[src/rtl/multdiv_pkg.sv]
// multdiv_pkg: shared constants for the iterative signed multiply/divide unit.
// Optional build macro MULTDIV_BOOTH4_EN selects radix-4 Booth multiply
// (WIDTH/2 iterations) instead of radix-2 shift-add (WIDTH iterations).
package multdiv_pkg;

    // Controller state encoding (legacy-compatible constants)
    localparam logic [1:0] ST_IDLE = 2'd0;
    localparam logic [1:0] ST_MUL  = 2'd1;
    localparam logic [1:0] ST_DIV  = 2'd2;
    localparam logic [1:0] ST_DONE = 2'd3;

    // Op-select encoding for the shared adder/subtractor
    localparam logic OP_ADD = 1'b0;
    localparam logic OP_SUB = 1'b1;

`ifdef MULTDIV_BOOTH4_EN
    localparam int unsigned MUL_BITS_PER_ITER = 2;
`else
    localparam int unsigned MUL_BITS_PER_ITER = 1;
`endif

    // Number of multiply iterations for a given operand width
    function automatic int unsigned iter_mul(input int unsigned width);
        return width / MUL_BITS_PER_ITER;
    endfunction

    // Number of divide iterations (sign correction adds one more cycle)
    function automatic int unsigned iter_div(input int unsigned width);
        return width;
    endfunction

endpackage

[src/rtl/multdiv_addsub.sv]
// multdiv_addsub: plain two's-complement adder/subtractor shared by the
// multiply and divide datapaths.
module multdiv_addsub #(
    parameter int unsigned AW = 34
) (
    input  logic [AW-1:0] a_i,
    input  logic [AW-1:0] b_i,
    input  logic          sub_i,
    output logic [AW-1:0] sum_o
);

    // sub_i selects a_i - b_i, otherwise a_i + b_i
    always_comb begin
        sum_o = sub_i ? (a_i - b_i) : (a_i + b_i);
    end

endmodule

[src/rtl/multdiv_unit.sv]
// multdiv_unit: iterative signed multiply (low word + overflow flag) and
// signed non-restoring divide (quotient truncated toward zero).
// Build macro MULTDIV_BOOTH4_EN: radix-4 Booth multiply; undefined: radix-2.
module multdiv_unit
    import multdiv_pkg::*;
#(
    parameter int unsigned WIDTH = 32
) (
    input  logic             clk,
    input  logic             clr,
    input  logic             ctrl_mult,
    input  logic             ctrl_div,
    input  logic [WIDTH-1:0] operand_a,
    input  logic [WIDTH-1:0] operand_b,
    output logic [WIDTH-1:0] result,
    output logic             exception,
    output logic             result_rdy,
    output logic             busy
);

    localparam int unsigned AW       = WIDTH + 2;
    localparam int unsigned ITER_MUL = iter_mul(WIDTH);
    localparam int unsigned ITER_DIV = iter_div(WIDTH);
    localparam int unsigned CW       = $clog2(WIDTH + 1);
    localparam logic [CW-1:0]    MUL_LAST = CW'(ITER_MUL - 1);
    localparam logic [CW-1:0]    DIV_FIX  = CW'(ITER_DIV);
    localparam logic [WIDTH-1:0] MIN_VAL  = {1'b1, {(WIDTH-1){1'b0}}};

    logic [1:0]       state_q, state_d;
    logic [CW-1:0]    cnt_q, cnt_d;
    logic [AW-1:0]    hi_q, hi_d;       // mult accumulator / div partial remainder
    logic [WIDTH-1:0] lo_q, lo_d;       // mult multiplier bits / div quotient bits
    logic [WIDTH-1:0] mc_q, mc_d;       // multiplicand / divisor magnitude
    logic             neg_q, neg_d;
    logic             dz_q, dz_d;
    logic             ovf_q, ovf_d;
    logic [WIDTH-1:0] result_q, result_d;
    logic             exc_q, exc_d;
`ifdef MULTDIV_BOOTH4_EN
    logic             ext_q, ext_d;     // Booth look-behind bit
`endif

    logic [AW-1:0]    add_x, add_y, add_sum;
    logic             add_sub;
    logic [AW-1:0]    mc_ext, r_sh, mhi;
    logic [WIDTH-1:0] mlo, dlo, a_mag, b_mag;
    logic             mul_ovf;

    assign mc_ext = {{2{mc_q[WIDTH-1]}}, mc_q};
    assign r_sh   = {hi_q[AW-2:0], lo_q[WIDTH-1]};
    assign a_mag  = operand_a[WIDTH-1] ? (~operand_a + WIDTH'(1)) : operand_a;
    assign b_mag  = operand_b[WIDTH-1] ? (~operand_b + WIDTH'(1)) : operand_b;

    assign result     = result_q;
    assign exception  = exc_q;
    assign result_rdy = (state_q == ST_DONE);
    assign busy       = (state_q == ST_MUL) || (state_q == ST_DIV);

    multdiv_addsub #(.AW(AW)) u_addsub (
        .a_i   (add_x),
        .b_i   (add_y),
        .sub_i (add_sub),
        .sum_o (add_sum)
    );

    // Steer the shared adder for the current multiply/divide step
    always_comb begin
        add_x   = '0;
        add_y   = '0;
        add_sub = OP_ADD;
        case (state_q)
            ST_MUL: begin
                add_x = hi_q;
`ifdef MULTDIV_BOOTH4_EN
                case ({lo_q[1:0], ext_q})
                    3'b001, 3'b010: add_y = mc_ext;
                    3'b011:         add_y = {mc_q[WIDTH-1], mc_q, 1'b0};
                    3'b100: begin
                        add_y   = {mc_q[WIDTH-1], mc_q, 1'b0};
                        add_sub = OP_SUB;
                    end
                    3'b101, 3'b110: begin
                        add_y   = mc_ext;
                        add_sub = OP_SUB;
                    end
                    default:        add_y = '0;
                endcase
`else
                // Multiplier sign bit carries weight -2^(WIDTH-1): subtract on last step
                add_y   = lo_q[0] ? mc_ext : '0;
                add_sub = (cnt_q == MUL_LAST) ? OP_SUB : OP_ADD;
`endif
            end
            ST_DIV: begin
                if (cnt_q == DIV_FIX) begin
                    add_x   = '0;
                    add_y   = {2'b00, lo_q};
                    add_sub = OP_SUB;
                end else begin
                    add_x   = r_sh;
                    add_y   = {2'b00, mc_q};
                    add_sub = hi_q[AW-1] ? OP_ADD : OP_SUB;
                end
            end
            default: ;
        endcase
    end

    // Shift the adder output back into the accumulator/quotient pair
    always_comb begin
`ifdef MULTDIV_BOOTH4_EN
        mhi = {{2{add_sum[AW-1]}}, add_sum[AW-1:2]};
        mlo = {add_sum[1:0], lo_q[WIDTH-1:2]};
`else
        mhi = {add_sum[AW-1], add_sum[AW-1:1]};
        mlo = {add_sum[0], lo_q[WIDTH-1:1]};
`endif
        mul_ovf = (mhi != {AW{mlo[WIDTH-1]}});
        dlo     = {lo_q[WIDTH-2:0], ~add_sum[AW-1]};
    end

    // Controller and datapath next-state
    always_comb begin
        state_d  = state_q;
        cnt_d    = cnt_q;
        hi_d     = hi_q;
        lo_d     = lo_q;
        mc_d     = mc_q;
        neg_d    = neg_q;
        dz_d     = dz_q;
        ovf_d    = ovf_q;
        result_d = result_q;
        exc_d    = exc_q;
`ifdef MULTDIV_BOOTH4_EN
        ext_d    = ext_q;
`endif
        case (state_q)
            ST_IDLE, ST_DONE: begin
                state_d = ST_IDLE;
                if (ctrl_mult) begin
                    state_d = ST_MUL;
                    cnt_d   = '0;
                    hi_d    = '0;
                    lo_d    = operand_b;
                    mc_d    = operand_a;
`ifdef MULTDIV_BOOTH4_EN
                    ext_d   = 1'b0;
`endif
                end else if (ctrl_div) begin
                    // Divide on magnitudes; the sign is applied in a final cycle
                    state_d = ST_DIV;
                    cnt_d   = '0;
                    hi_d    = '0;
                    lo_d    = a_mag;
                    mc_d    = b_mag;
                    neg_d   = operand_a[WIDTH-1] ^ operand_b[WIDTH-1];
                    dz_d    = (operand_b == '0);
                    ovf_d   = (operand_a == MIN_VAL) && (operand_b == '1);
                end
            end
            ST_MUL: begin
                hi_d  = mhi;
                lo_d  = mlo;
                cnt_d = cnt_q + CW'(1);
`ifdef MULTDIV_BOOTH4_EN
                ext_d = lo_q[1];
`endif
                if (cnt_q == MUL_LAST) begin
                    state_d  = ST_DONE;
                    result_d = mlo;
                    exc_d    = mul_ovf;
                end
            end
            ST_DIV: begin
                if (dz_q) begin
                    state_d  = ST_DONE;
                    result_d = '0;
                    exc_d    = 1'b1;
                end else if (cnt_q == DIV_FIX) begin
                    state_d  = ST_DONE;
                    result_d = neg_q ? add_sum[WIDTH-1:0] : lo_q;
                    exc_d    = ovf_q;
                end else begin
                    hi_d  = add_sum;
                    lo_d  = dlo;
                    cnt_d = cnt_q + CW'(1);
                end
            end
            default: state_d = ST_IDLE;
        endcase
    end

    // State registers with asynchronous active-low clear
    always_ff @(posedge clk or negedge clr) begin
        if (!clr) begin
            state_q  <= ST_IDLE;
            cnt_q    <= '0;
            hi_q     <= '0;
            lo_q     <= '0;
            mc_q     <= '0;
            neg_q    <= 1'b0;
            dz_q     <= 1'b0;
            ovf_q    <= 1'b0;
            result_q <= '0;
            exc_q    <= 1'b0;
`ifdef MULTDIV_BOOTH4_EN
            ext_q    <= 1'b0;
`endif
        end else begin
            state_q  <= state_d;
            cnt_q    <= cnt_d;
            hi_q     <= hi_d;
            lo_q     <= lo_d;
            mc_q     <= mc_d;
            neg_q    <= neg_d;
            dz_q     <= dz_d;
            ovf_q    <= ovf_d;
            result_q <= result_d;
            exc_q    <= exc_d;
`ifdef MULTDIV_BOOTH4_EN
            ext_q    <= ext_d;
`endif
        end
    end

endmodule

[config.mk]
export PLATFORM = sky130hd
export DESIGN_NAME = multdiv_unit
export DESIGN_NICKNAME = d
export VERILOG_FILES = /design/src/rtl/multdiv_pkg.sv /design/src/rtl/multdiv_addsub.sv /design/src/rtl/multdiv_unit.sv
export SDC_FILE = /design/constraint.sdc
export NUM_CORES = 1
export LEC_CHECK = 0
export CAP_MARGIN = 20
export CORE_ASPECT_RATIO = 1.75
export CORE_UTILIZATION = 54
export DETAILED_ROUTE_END_ITERATION = 6
export PLACE_DENSITY = 0.78
export REMOVE_ABC_BUFFERS = 1
export SLEW_MARGIN = 20
export SYNTH_ARGS = -nofsm -noshare
export SYNTH_HDL_FRONTEND = slang
export SYNTH_SLANG_ARGS = --single-unit
[constraint.sdc]
create_clock -name clk -period 6.4 [get_ports clk]
set_input_delay 1.28 -clock clk [delete_from_list [all_inputs] [get_ports clk]]
set_output_delay 1.28 -clock clk [all_outputs]
set_load 0.05 [all_outputs]
## After elaboration in Yosys (flattened, before gate mapping)

Cells that the tools add are included.

- Add/subtract/negate cells: 5
- Mux-type cells: 44
- Bitwise logic cells: 5
- Equality and inequality tests: 13
- Reductions and logical operators: 12

Operators with widths:

| operator | count |
|---|---|
| $mux W32 | 13 |
| $mux W34 | 7 |
| $pmux W34 S2 | 2 |
| $pmux W34 S3 | 1 |
| $pmux W32 S3 | 1 |
| $add A32 B1 Y32 const B | 2 |
| $eq A32 B32 Y1 const B | 2 |
| $not A32 Y32 | 2 |
| $pmux W32 S2 | 1 |
| $add A34 B34 Y34 | 1 |
| $ne A34 B34 Y1 | 1 |
| $sub A34 B34 Y34 | 1 |
| $logic_not A32 Y1 | 1 |
| $mux W6 | 4 |
| $pmux W6 S3 | 1 |
| $mux W2 | 5 |
| $reduce_and A3 Y1 | 3 |
| $add A6 B1 Y6 const B | 1 |
| $eq A6 B5 Y1 const B | 1 |
| $eq A6 B6 Y1 const B | 1 |
| $mux W1 | 6 |
| $pmux W2 S3 | 1 |
| $eq A2 B2 Y1 const B | 2 |
| $ne A2 B2 Y1 const B | 2 |
| other kinds (13) | 17 |

- Word-level logic and storage cells: 89
- Output and inout bits: 35
- Register bits after elaboration: 142
- Input bits: 68

## Longest topological paths before layout

Gate-level depths: netlist of the first run.

- Word-level depth: 9
- Depth in mapped cells: 27
- Mapped depth without buffers: 23

## Hierarchy

Synthesis of the first run repeated with hierarchy kept, for this count alone.

- Cells, all modules: 1716
- Area total of the unflattened synthesis: 12966.2 um^2

Modules (own cells, without submodules):

| module | area each (um^2) | cells each | instances |
|---|---|---|---|
| multdiv_unit | 10348.7 | 1323 | 1 |
| multdiv_addsub | 2617.5 | 393 | 1 |

## Least setup slack after synthesis of the first run

OpenSTA, ideal clock, no wires.

- Kind: flip-flop to flip-flop
- From: register state_q[1]
- To: register exc_q (netlist: exception)
- Setup time: 0.126 ns
- Cell stages (with the launch flop): 27
- Setup slack: 0.381 ns
- Data required time: 6.274 ns
- Data arrival time: 5.893 ns
- Path buffers: 4
- Cell sequence: dfrtp_1 inv_1 ha_1 clkbuf_1 a211oi_1 a211oi_2 buf_2 buf_2 clkbuf_1 a22oi_1 ha_1 nand2_1 nor3_1 nand3_1 o21ai_0 xnor2_1 ha_1 nand4_1 or4_4 a2111oi_4 nor4b_2 or4_1 nand4b_2 nand3_1 or4_1 a221oi_2 a21oi_1

- Word-level cells in the longest chain between the ends: 7
- Elaborated cells between the ends (all ways): 15
- Those cells by class: 2 x add/sub; 5 x eq/ne; 6 x mux; 2 x reduce/logical

Ends and longest elaborated chain:

| item | line | source |
|---|---|---|
| start, declared | multdiv_unit.sv:29 | `logic [1:0] state_q, state_d;` |
| start signal, assigned | multdiv_unit.sv:210 | `state_q <= state_d;` |
| $eq A2 B2 Y1 / $eq A2 B1 Y1 (equally long branches) | multdiv_unit.sv:71, multdiv_unit.sv:137 |  |
| $pmux W34 S2 | multdiv_unit.sv:71 | `case (state_q)` |
| $add A34 B34 Y34 / $sub A34 B34 Y34 (equally long branches) | multdiv_addsub.sv:14 | `sum_o = sub_i ? (a_i - b_i) : (a_i + b_i);` |
| $mux W34 | multdiv_addsub.sv:14 |  |
| $ne A34 B34 Y1 | multdiv_unit.sv:118 | `mul_ovf = (mhi != {AW{mlo[WIDTH-1]}});` |
| $mux W1 | multdiv_unit.sv:168 | `if (cnt_q == MUL_LAST) begin` |
| $pmux W1 S2 | multdiv_unit.sv:137 | `case (state_q)` |
| end signal, assigned | multdiv_unit.sv:205 | `exc_q <= 1'b0;` |
| end signal, assigned | multdiv_unit.sv:219 | `exc_q <= exc_d;` |
| end, declared | multdiv_unit.sv:38 | `logic exc_q, exc_d;` |

Parallel ways exist; a longest one is shown, timed or not. The select of a mux whose other input is x is not followed.
A chain may end at the register's enable or synchronous reset.

## Final worst setup path of the first run

- From: register state_q[0]
- To: register exc_q (netlist: exception)

Same word-level chain as after synthesis.

==> flow_metrics.tcl, run 1 <==
set metrics [dict create \
    status "finished clean" \
    cts_inserted_buffers 17 \
    clock_sinks 142 \
    cp_top_family "simple AND/OR/NAND/NOR gates" \
    drt-total-wl_um 42280 \
    critPathRequiredTime_ns 6.73 \
    dr.pass1.iters 6 \
    hp-class "reg -> reg" \
    fin_area_um2 14650 \
    async_reset_ff_frac 1.000 \
    htreeDepth 4 \
    core_um2 22740 \
    synth_edf_count 0 \
    dp_hpwl_um 31610 \
    hold_end "result[20]" \
    slowest_stage "or4_4" \
    viasPerCell 6.591 \
    yosysSeqAreaShare 0.2825 \
    gp_congestion 0.9429 \
    grt_usage 0.3588 \
    portBuffers 102 \
    hp-start "result[20]" \
    wl_met3_um 2435 \
    clock_latency_ns 0.46 \
    cts_setup_buffers 0 \
    fp.dieH_um 203.9 \
    rr_endpoint "exception" \
    place_ws_ns 0.2493 \
    syn-cell-area_um2 12580 \
    synth_top_area_share 0.2825 \
    grt_pass1_vias 12593 \
    drt_iter0_markers 1236 \
    boundaryPins 103 \
    final_layout_size_suffix_gt1_frac 0.07784 \
    critPathKind "reg -> reg" \
    r2r_setup_slack_ns 0.37 \
    rsz0062_at_grt "no" \
    fmax_mhz 166.0 \
    cts_tree "yes" \
    drv_cap 0 \
    startpoint_type "register" \
    fin_cells 1983 \
    antenna_cells 0 \
    worstHoldPathCells 2 \
    grt_max_degree 87 \
    nets 1782 \
    drv_slew 0 \
    crit_arrival_ns 6.36 \
    vias 13069 \
    met2_length_um 21050 \
    avgRoutedWirePerCell_um 21.32 \
    yosys.area.top_type "dfrtp_1" \
    area_growth_pct 16.47 \
    synth_seq_cells 142 \
    final_cell_mix "202 x nand2_1, 154 x o21ai_0, 152 x nor2_1" \
    synth_cell_types 84 \
    dp.cells 1951 \
    root_buffer "clkbuf_16" \
    synthFlopType "dfrtp_1" \
    yosys_warnings 0 \
    fin_util 0.6442 \
    syn_inst 1613 \
    die-area_um2 23930 \
    post-route-min-period_ns 6.025 \
    grt_pass1_wl_um 68060 \
    slowest_delay_ns 0.58 \
    detail-route-antenna-nets 0 \
    period_share 0.9414 \
    timing.final.ws_setup_ns 0.3750 \
    clkSlewWorstSetupHoldPaths_ns 0.06 \
    grt_overflow 0 \
    drc 0 \
    final_common_cell "nand2_1" \
    synthTopCellsByArea "dfrtp_1 28%, o21ai_0 6.2%, nand2_1 6.1%" \
    finClkSkew_ns 0.01069 \
    path_buf_inv 3 \
    start_util 0.5531 \
    dr.max_layer_used "met4" \
    synth_area_per_cell_um2 7.798 \
    clock_path_buffers 2 \
    die_w_um 117.4 \
    r2r_cells 22 \
    hold_viol_final 0 \
    end_kind "register" \
    worstPathCellList "inv_1 > ha_2 > buf_4 > nand4_1 > o22ai_1 > or3_1 > nor2_1 > buf_4 > nand3_1 > o21ai_0 > xor2_1 > ha_1 > nand4_1 > or4_4 > a2111oi_4 > nor4b_4 > or4_1 > nand4b_2 > nand3_1 > or4_1 > a221oi_2 > a21oi_1" \
    placed_area_um2 14000 \
    r2r-start "state_q[0]" \
    relSlewSlack 0.3153 \
    cp_max_fo 50 \
    antenna_found_initial 0 \
    wl_met1_um 16220 \
    rows 73 \
    setup_viol 0 \
    worst_pin_slew_ns 1.027 \
    fillers 1971 \
]
-- how the worst max path moves through the flow --
| stage | from | end | slack (ns) | cells past startpoint |
|---|---|---|---|---|
| 5_1_grt | state_q[0] | exception | 0.003 | 22 |
| 4_1_cts | state_q[1] | exception | 0.22 | 23 |
| 3_5_place_dp | state_q[1] | exception | 0.25 | 23 |
| 2_1_floorplan | state_q[1] | exception | -1.57 | 21 |
| 6_report | state_q[0] | exception | 0.37 | 22 |
| 3_3_place_gp | state_q[1] | exception | 0.45 | 23 |
-- registers in the layout, summed over array words and instances (netlist names) --
name / flops
state_q: 2
result: 32
lo_q: 32
cnt_q: 6
exception: 1
hi_q: 34
neg_q: 1
dz_q: 1
ovf_q: 1
mc_q: 32
-- repair_timing --
| action | 4_1_cts | 5_1_grt |
|---|---|---|
| setup endpoints to repair | 0 | 2 |
| hold buffers | 0 | 0 |
| gates resized for setup | 0 | 4 |
-- layer usage --
layer	GRT usage	up-vias
met3	0.04381	139
met5	0	-
met4	0.2259	0
met2	0.6257	570
met1	0.4164	6252
li1	-	6108
-- cell families (layout without fill, tap and decap cells) --
logic type	Yosys count	after routing	synth area share
muxes	45	45	0.03601
xor gates and xnor gates	118	118	0.08216
adders and majority gates	44	44	0.04437
AOI/OAI and AO/OA	588	588	0.3110
DFF	142	142	0.2825
and+or+nand+nor	528	528	0.1981
buffers and inverters	148	218	0.04586
-- metrics by stage --
stage,hold slack [ns],TNS [ns]
finish,0.4752,0
global route,0.5022,0
CTS,0.4832,0
detailed placement,0.4691,0
global placement,0.4603,0
floorplan,0.4504,-34.69
-- synthesized netlist by cell type (7+ instances only) --
| cell | number |
|---|---|
| inv_1 | 24 |
| nand4_1 | 20 |
| nand2_1 | 203 |
| and2_1 | 7 |
| ha_1 | 43 |
| clkbuf_1 | 97 |
| a22oi_1 | 87 |
| or4_1 | 13 |
| a222oi_1 | 16 |
| or3_1 | 18 |
| nand2b_1 | 10 |
| xnor2_1 | 64 |
| xor2_1 | 54 |
| o211ai_1 | 9 |
| a221oi_1 | 19 |
| dfrtp_1 | 142 |
| o21ai_0 | 155 |
| a21o_1 | 25 |
| buf_2 | 9 |
| and3_1 | 9 |
| o21ai_1 | 23 |
| or2_2 | 7 |
| buf_1 | 11 |
| mux2i_1 | 43 |
| nor2_1 | 153 |
| a211oi_1 | 22 |
| nor4_1 | 14 |
| nor3_1 | 23 |
| nand3_1 | 16 |
| o41ai_1 | 11 |
| a31oi_1 | 7 |
| o31ai_1 | 24 |
| a22o_1 | 32 |
| a21oi_1 | 108 |
-- final cells by class --
type,count,area [µm²],share of cell area
Clock buffer,20,466.7,0.03186
Clock inverter,12,157.7,0.01076
Inverter,27,101.3,0.006918
Multi-Input combinational cell,1323,8527,0.5820
Sequential cell,142,3555,0.2426
Tap cell,300,375.4,0.02562
Timing Repair Buffer,159,1468,0.1002
-- tightest hold or removal path, stage by stage (launching register included) --
cell and delay [ns]:
dfrtp_1 0.34, nand2_1 0.05, o21ai_0 0.06
Power of run 1 is not shown: default switching activity piles up to over one toggle a cycle in this logic, so the estimate is an artifact.
==> inputs of run 2 (changes only) <==
- CORE_MARGIN: unset -> 2
==> flow_metrics.tcl, run 2 (synthesized netlist as in run 1, its figures left out) <==
set metrics [dict create \
    finClkSkew_ns 0.008597 \
    detail-route-antenna-nets 0 \
    dr.pass1.iters 6 \
    final_layout_size_suffix_gt1_frac 0.07665 \
    setup_viol 0 \
    grt_max_degree 89 \
    cp_max_fo 10 \
    period_share 0.9376 \
    drt_iter0_markers 1272 \
    grt_pass1_wl_um 65160 \
    area_growth_pct 15.96 \
    antenna_cells 0 \
    nets 1782 \
    htreeDepth 4 \
    boundaryPins 103 \
    relSlewSlack 0.3282 \
    top_register "hi_q" \
    rsz0062_at_grt "no" \
    dp_hpwl_um 30710 \
    hp-class "reg -> reg" \
    final_common_cell "nand2_1" \
    startpoint_type "register" \
    portBuffers 102 \
    r2r-start "state_q[1]" \
    hp-start "result[15]" \
    start_util 0.5508 \
    end_kind "register" \
    critPathRequiredTime_ns 6.73 \
    cts_tree "yes" \
    drc 0 \
    antenna_found_initial 0 \
    clock_sinks 142 \
    drv_slew 0 \
    clock_latency_ns 0.45 \
    grt_usage 0.3342 \
    slowest_delay_ns 0.56 \
    critPathKind "reg -> reg" \
    worst_pin_slew_ns 1.004 \
    crit_arrival_ns 6.33 \
    fin_area_um2 14590 \
    startpoint "state_q[1]" \
    largest_register_ffs 34 \
    hold_viol_final 0 \
    path_common_cell "a21oi_1" \
    final_cell_mix "202 x nand2_1, 154 x o21ai_0, 152 x nor2_1" \
    grt_pass1_vias 12203 \
    worstPathCellList "inv_1 > ha_4 > a211oi_2 > a211oi_4 > a22o_1 > or4_1 > nor2_1 > buf_4 > nand3_1 > nor2_1 > a21oi_1 > xnor2_1 > ha_1 > a21oi_1 > o21ai_1 > or2_2 > nor4b_4 > nor3b_2 > a311oi_1 > xor2_1 > or4_1 > a221oi_2 > a21oi_1" \
    grt_overflow 0 \
    die-area_um2 24580 \
    fin_util 0.6387 \
    post-route-min-period_ns 6.001 \
    avgRoutedWirePerCell_um 20.78 \
    vias 13005 \
    slowest_stage "or4_1" \
    die_w_um 119.4 \
    clkSlewWorstSetupHoldPaths_ns 0.07 \
    placed_area_um2 13940 \
    core_um2 22830 \
    ctsHoldBuffers 0 \
    viasPerCell 6.558 \
    root_buffer "clkbuf_16" \
    status "finished clean" \
    rows 73 \
    drv_cap 0 \
    fp.dieH_um 205.9 \
    cts_inserted_buffers 17 \
    drt-total-wl_um 41200 \
    fmax_mhz 166.7 \
    gp_congestion 0.9787 \
    clock_path_buffers 2 \
]
run 2: cell type report:
cell class              count  area, µm²
clock inverters            14      160.2
flip-flops and latches    142       3555
fillers                  2076       8249
well taps                 300      375.4
inverters                  27      101.3
multi-input cells        1323       8526
clock buffers              18      429.2
repair buffers            159       1439
run 2: metrics by stage:
stage | TNS [ns] | hold slack (ns) | worst slack (ns) | instances
after floorplan | -34.69 | 0.4504 | -1.574 | 1492
after global placement | 0 | 0.4609 | 0.3506 | 1948
after detailed placement | 0 | 0.4690 | 0.1577 | 1948
after CTS | 0 | 0.4844 | 0.1398 | 1980
after global routing | 0 | 0.5014 | 0.02792 | 1983
final | 0 | 0.4769 | 0.3995 | 1983
run 2: worst max-delay path: cells and delay by family, from the launching register on:
family / cells / cell delay [ns]
buffers and inverters: 2 / 0.25
flip-flops: 1 / 0.44
AND/OR/NAND/NOR: 8 / 2.54
adder cells (fa/ha/maj): 2 / 0.49
XOR/XNOR: 2 / 0.29
AO/OA/AOI/OAI: 9 / 1.85
run 2: path summary, 6_finish.rpt:
check | cells past startpoint | slack, ns | to
min in group asynchronous | 1 | 0.90 | mc_q[5]
max in group asynchronous | 2 | 4.22 | neg_q
max | 23 | 0.40 | exception
min reg2reg | 2 | 0.48 | result[15]
max reg2reg | 23 | 0.40 | exception
min | 2 | 0.48 | result[15]
run 2: routing by layer:
| metal | track usage | wire (µm) | vias up |
|---|---|---|---|
| met5 | 0 | 0 | - |
| met4 | 0.1660 | 2089 | 0 |
| met3 | 0.03615 | 2329 | 131 |
| met2 | 0.5917 | 20730 | 560 |
| met1 | 0.4021 | 16050 | 6200 |
| li1 | - | - | 6114 |
run 2: timing repair:
action,4_1_cts,5_1_grt
resized for setup,0,5
setup endpoints to repair,0,3
setup buffers,0,3
Power of run 2 is left out for the same reason.
